===== src/rtl/alu_exec_unit.sv =====
// Execute-stage ALU: single-cycle arithmetic/logic/compare ops and iterative
// multi-cycle shifts, with valid/ready handshakes on both sides.

package alu_exec_pkg;
  typedef logic [3:0] alu_command_t;
  localparam alu_command_t ALU_NONE = 4'd0;
  localparam alu_command_t ALU_ADD  = 4'd1;
  localparam alu_command_t ALU_SUB  = 4'd2;
  localparam alu_command_t ALU_AND  = 4'd3;
  localparam alu_command_t ALU_OR   = 4'd4;
  localparam alu_command_t ALU_XOR  = 4'd5;
  localparam alu_command_t ALU_SLT  = 4'd6;
  localparam alu_command_t ALU_SLTU = 4'd7;
  localparam alu_command_t ALU_SLL  = 4'd8;
  localparam alu_command_t ALU_SRL  = 4'd9;
  localparam alu_command_t ALU_SRA  = 4'd10;
endpackage

module alu_exec_unit
  import alu_exec_pkg::*;
#(
  parameter int XLEN       = 32,
  parameter int IMM_W      = 12,
  parameter int SHIFT_STEP = 1
) (
  input  logic               clk,
  input  logic               reset,
  input  logic               in_valid,
  output logic               in_ready,
  input  alu_command_t       alu_op,
  input  logic [XLEN-1:0]    operand_a,
  input  logic [XLEN-1:0]    operand_b,
  input  logic [IMM_W-1:0]   immediate,
  input  logic               b_is_immediate,
  output logic               out_valid,
  input  logic               out_ready,
  output logic [XLEN-1:0]    alu_result,
  output logic               illegal_op,
  output logic [1:0]         dbg_state
);

  localparam int SHW = $clog2(XLEN);
  localparam logic [1:0] ST_IDLE  = 2'd0;
  localparam logic [1:0] ST_SHIFT = 2'd1;
  localparam logic [SHW:0] STEP = (SHW+1)'(SHIFT_STEP);
  localparam logic [31:0] ILLEGAL_WORD = 32'hdeadbeef;

  logic [1:0]      r_state;
  logic            r_out_valid;
  logic [XLEN-1:0] r_result;
  logic            r_illegal;
  logic [XLEN-1:0] r_sh_val;
  logic [SHW:0]    r_sh_rem;
  alu_command_t    r_sh_op;

  logic            w_ready;
  logic            w_accept;
  logic [XLEN-1:0] w_b;
  logic [SHW-1:0]  w_shamt;
  logic            w_is_shift;
  logic [XLEN-1:0] w_result;
  logic            w_illegal;
  logic [SHW:0]    w_step;
  logic [SHW:0]    w_rem_next;
  logic [XLEN-1:0] w_sh_next;

  // Handshake: a transfer happens on any rising edge where valid and ready are
  // both high; valid never waits on ready, and the output side holds
  // alu_result/illegal_op stable while out_valid is high and out_ready is low.
  assign w_ready  = !reset && (r_state == ST_IDLE) && (!r_out_valid || out_ready);
  assign w_accept = in_valid && w_ready;

  assign w_b        = b_is_immediate ? XLEN'($signed(immediate)) : operand_b;
  assign w_shamt    = w_b[SHW-1:0];
  assign w_is_shift = (alu_op == ALU_SLL) || (alu_op == ALU_SRL) || (alu_op == ALU_SRA);

  always_comb begin
    w_result  = '0;
    w_illegal = 1'b0;
    case (alu_op)
      ALU_NONE: w_result = '0;
      ALU_ADD:  w_result = operand_a + w_b;
      ALU_SUB:  w_result = operand_a - w_b;
      ALU_AND:  w_result = operand_a & w_b;
      ALU_OR:   w_result = operand_a | w_b;
      ALU_XOR:  w_result = operand_a ^ w_b;
      ALU_SLT:  w_result = XLEN'($signed(operand_a) < $signed(w_b));
      ALU_SLTU: w_result = XLEN'(operand_a < w_b);
      // Only reached with a zero shift amount; nonzero amounts go to SHIFT.
      ALU_SLL, ALU_SRL, ALU_SRA: w_result = operand_a;
      default: begin
        w_result  = XLEN'(ILLEGAL_WORD);
        w_illegal = 1'b1;
      end
    endcase
  end

  assign w_step     = (r_sh_rem > STEP) ? STEP : r_sh_rem;
  assign w_rem_next = r_sh_rem - w_step;

  always_comb begin
    w_sh_next = r_sh_val;
    case (r_sh_op)
      ALU_SLL: w_sh_next = r_sh_val << w_step;
      ALU_SRL: w_sh_next = r_sh_val >> w_step;
      ALU_SRA: w_sh_next = XLEN'($signed(r_sh_val) >>> w_step);
      default: w_sh_next = r_sh_val;
    endcase
  end

  always_ff @(posedge clk) begin
    if (reset) begin
      r_state     <= ST_IDLE;
      r_out_valid <= 1'b0;
      r_result    <= '0;
      r_illegal   <= 1'b0;
      r_sh_val    <= '0;
      r_sh_rem    <= '0;
      r_sh_op     <= ALU_NONE;
    end else begin
      if (r_out_valid && out_ready) r_out_valid <= 1'b0;
      case (r_state)
        ST_IDLE: begin
          if (w_accept && (alu_op != ALU_NONE)) begin
            if (w_is_shift && (w_shamt != '0)) begin
              r_state  <= ST_SHIFT;
              r_sh_val <= operand_a;
              r_sh_rem <= {1'b0, w_shamt};
              r_sh_op  <= alu_op;
            end else begin
              r_result    <= w_result;
              r_illegal   <= w_illegal;
              r_out_valid <= 1'b1;
            end
          end
        end
        ST_SHIFT: begin
          r_sh_val <= w_sh_next;
          r_sh_rem <= w_rem_next;
          if (w_rem_next == '0) begin
            r_state     <= ST_IDLE;
            r_result    <= w_sh_next;
            r_illegal   <= 1'b0;
            r_out_valid <= 1'b1;
          end
        end
        default: r_state <= ST_IDLE;
      endcase
    end
  end

  assign in_ready   = w_ready;
  assign out_valid  = r_out_valid;
  assign alu_result = r_result;
  assign illegal_op = r_illegal;
  assign dbg_state  = r_state;

endmodule


===== config.mk =====
export PLATFORM = sky130hd
export DESIGN_NAME = alu_exec_unit
export DESIGN_NICKNAME = d
export VERILOG_FILES = /design/src/rtl/alu_exec_unit.sv
export SDC_FILE = /design/constraint.sdc
export NUM_CORES = 1
export LEC_CHECK = 0
export CAP_MARGIN = 0
export CORE_UTILIZATION = 40
export CTS_BUF_LIST = sky130_fd_sc_hd__clkbuf_8
export DETAILED_ROUTE_END_ITERATION = 10
export HOLD_SLACK_MARGIN = 0.06
export PLACE_DENSITY = 0.57
export SLEW_MARGIN = 10
export SYNTH_ARGS = -nofsm -noshare
export SYNTH_HDL_FRONTEND = slang
export SYNTH_SLANG_ARGS = --single-unit

===== constraint.sdc =====
create_clock -name clk -period 12.45 [get_ports clk]
set_input_delay 2.49 -clock clk [delete_from_list [all_inputs] [get_ports clk]]
set_output_delay 2.49 -clock clk [all_outputs]
set_load 0.02 [all_outputs]

==> results.md <==
* Status: finished clean
* Via count at ~11000
* Most frequent cells in the layout: 153 x nor2_1, 140 x a21oi_1, 119 x clkdlybuf4s50_1
* Critical path peak fanout at 22
* Met3 usage at 6.140%
* Post-route antenna net violation count at 0
* Part of the cycle the worst path needs at between 50 and 60%
* Post-cts resize count at 0
* Grt met1 use at about half
* Net count, final at 1639
* Kind of critical path: in2reg
* DP HPWL at 29480 um
* Hold-fix buffers, CTS at 0
* CP Data Required Time at 12.72 ns
* Ys async rst share at 0%
* Setup TNS at 0 ns
* DR iter-0 viols at approximately 1200
* First-pass GRT wire length at just over 60000 um
* IO Pins at between 100 and 150
* Worst relative slew slack at 26.44%
* Vias per inst at 6.311
* Syn Area/Cell at ~7 sq um
* Clk Latency, worst-skew pair at 0.39 ns
* Power per cell area at ~80 nW/um^2
* Seq/Total Area, Yosys at approximately 16%
* Worst vdd ir at 0.04061 mV
* Layout fillers at about 2500
* Clock buffer depth at 2
* Starting Density at 40.99%
* Delay-heaviest family, CP: compound AO/OA/AOI/OAI gates
* Final Skew at around 0.014 ns
* Synth Flop Type: dfxtp_1
* Layout cells sized above 1 at just over 5%
* Drt first pass iters at 6
* Multi-input logic area at 7372 sq um
* Syn Std Cell Area at around 9700 sq um
* FF+latch count, synth at 77
* Leakage at approximately 4.4 nW
* Horiz. Die Dim at about 160 um
* CP Capture Type: register
* CTS root buf: clkbuf_8
* Post-CTS Setup Repair Bufs at 0
* Largest net degree at the start of global routing at between 50 and 60
* Yosys cell types at 75
* GRT busiest layer: met1
* Final hold vios at 0
* Syn. warnings at 0
* Register area at between 1500 and 2000 sq um
* CTS tree: yes
* Full die area at ~25000 sq um
* Most common cell after layout, fill and taps aside: nor2_1
* Wire per inst at roughly 23 um
* RSZ-0062 raised after global routing: no
* Min cycle time layout at about 7.4 ns
* CP cell instances: clkdlybuf4s50_1 > inv_1 > a21oi_1 > ha_1 > a21oi_1 > a21oi_1 > a221oi_1 > o31ai_1 > a21oi_1 > o21ai_0 > a211o_1 > mux2_2 > a22oi_1 > nor3_1
* Final wirelength at roughly 40000 um
* Hold/Removal Path Class: reg2reg
* Chip Height at about 160 um
* CTS Sinks at 77
* Reg clk slew, reported paths at 0.10 ns
* Hold WS at around 0.46 ns
* Core ar. at approximately 24000 sq um
* Mapped Cells at 1384
* Vias in the first global route at 10100
* Syn_nets at 1589
* H-tree Lvls at 3
* Critical Path Start Type: input port
* Crit path top cell by count: a21oi_1
* Worst path arrival time at between 7 and 8 ns
* Endpoints failing setup at 0
* Tot GR Track Use at 32.67%
* GP Congestion at approximately 0.95
* Number of flops mapped to enable cells by yosys at 0
* Buf/Inv on CP at 2
* Crit-path max cell delay at 1.12 ns
* Initial antenna violation count at 0
* Num CTS Buffers at 9
* M2 GR Usage at 46.65%
* Max-Cap Viols at 0
* Synth-to-layout area growth at 16.46%
* Final Max Slew Viols at 0
* Residual DRC at 0
* Worst slew pin tran at 1.099 ns
* Row count at 56
* Max Clock Freq at 135.7 MHz
* Number of diodes at 0
* Global route overflow at 0
* PortBufs at 120
* Slowest CP cell: clkdlybuf4s50_1
cells by family (layout without fill, tap and decap cells):
kind of cell,after synthesis,after routing,synth area share (%)
AOI/OAI and AO/OA,532,532,37.14
xor gates and xnor gates,12,12,1.086
adders and majority gates,120,120,15.67
buffers and inverters,206,261,8.182
DFF,77,77,15.93
muxes,19,19,1.991
other,1,1,0.03874
and+or+nand+nor,417,417,19.97
Yosys cell counts (7+ instances only):
cell type,instances,area share (%)
nor2b_1,12,0.78
a21o_1,9,0.70
a221o_1,14,1.4
o21ai_0,92,4.8
a211o_1,8,0.72
a221oi_1,18,1.6
o311ai_0,7,0.63
a21oi_1,140,7.2
nand3_1,21,1.1
nand2_1,111,4.3
clkbuf_1,89,3.5
nand2b_1,10,0.65
o31ai_1,11,0.85
ha_1,118,15
a22oi_1,23,1.8
buf_2,9,0.47
a211oi_1,34,2.6
and3_1,12,0.78
nand4_1,9,0.58
or3_1,10,0.65
nor4_1,13,0.84
o221ai_1,9,0.81
nor3_1,26,1.3
nor2_1,155,6.0
o21bai_1,17,1.3
and2_1,8,0.52
dfxtp_1,77,16
o22ai_1,12,0.78
inv_1,100,3.9
o21a_1,10,0.78
a311oi_1,15,1.4
a31oi_1,17,1.1
o41ai_1,7,0.63
o211ai_1,32,2.5
mux2i_1,17,1.8
final cells by class:
class,instances,area share [%]
Clock buffer,9,1.099
Clock inverter,7,0.6660
Inverter,100,3.330
Multi-Input combinational cell,1101,65.40
Sequential cell,77,13.69
Tap cell,319,3.541
Timing Repair Buffer,145,12.28
report_power, final:
group          switching (mW)  internal (mW)
Sequential             0.0140          0.261
Combinational           0.268          0.159
Clock                   0.110         0.0932
Total                   0.392          0.513
routing by layer:
layer | share of wire (%) | routed length [um]
met1 | 47 | 18880
met2 | 41 | 16660
met3 | 10 | 4207
met4 | 1.7 | 692
met5 | 0 | 0
final timing paths:
kind	startpoint	endpoint	slack, ns	depth (start not counted)
min	alu_result[10]	alu_result[10]	0.46	2
max	b_is_immediate	alu_result[29]	5.08	14
max reg2reg	r_sh_rem[3]	alu_result[29]	7.98	14
min reg2reg	alu_result[10]	alu_result[10]	0.46	2
through the flow:
stage	std cells	total power [mW]	cell area (sq um)	setup slack (ns)	util, %
floorplan	1384	0.5407	9679	6.225	-
global placement	1742	0.6965	11070	4.931	46.89
detailed placement	1742	0.6940	11070	4.830	46.89
CTS	1758	0.8979	11270	5.255	47.74
global route	1758	0.9541	11270	4.745	47.74
finish	1758	0.9053	11270	5.083	47.74
tightest hold or removal path, delay by kind of cell, from the launching register on:
family	cells	cell delay [ns]
flip-flops	1	0.32
AO/OA/AOI/OAI	1	0.05
AND/OR/NAND/NOR	1	0.05
registers in the layout (all words and copies together), names as in the netlist:
| register | count |
|---|---|
| alu_result | 32 |
| dbg_state | 1 |
| illegal_op | 1 |
| out_valid | 1 |
| r_sh_op | 4 |
| r_sh_rem | 6 |
| r_sh_val | 32 |
Power figures use the tool's default switching activity.
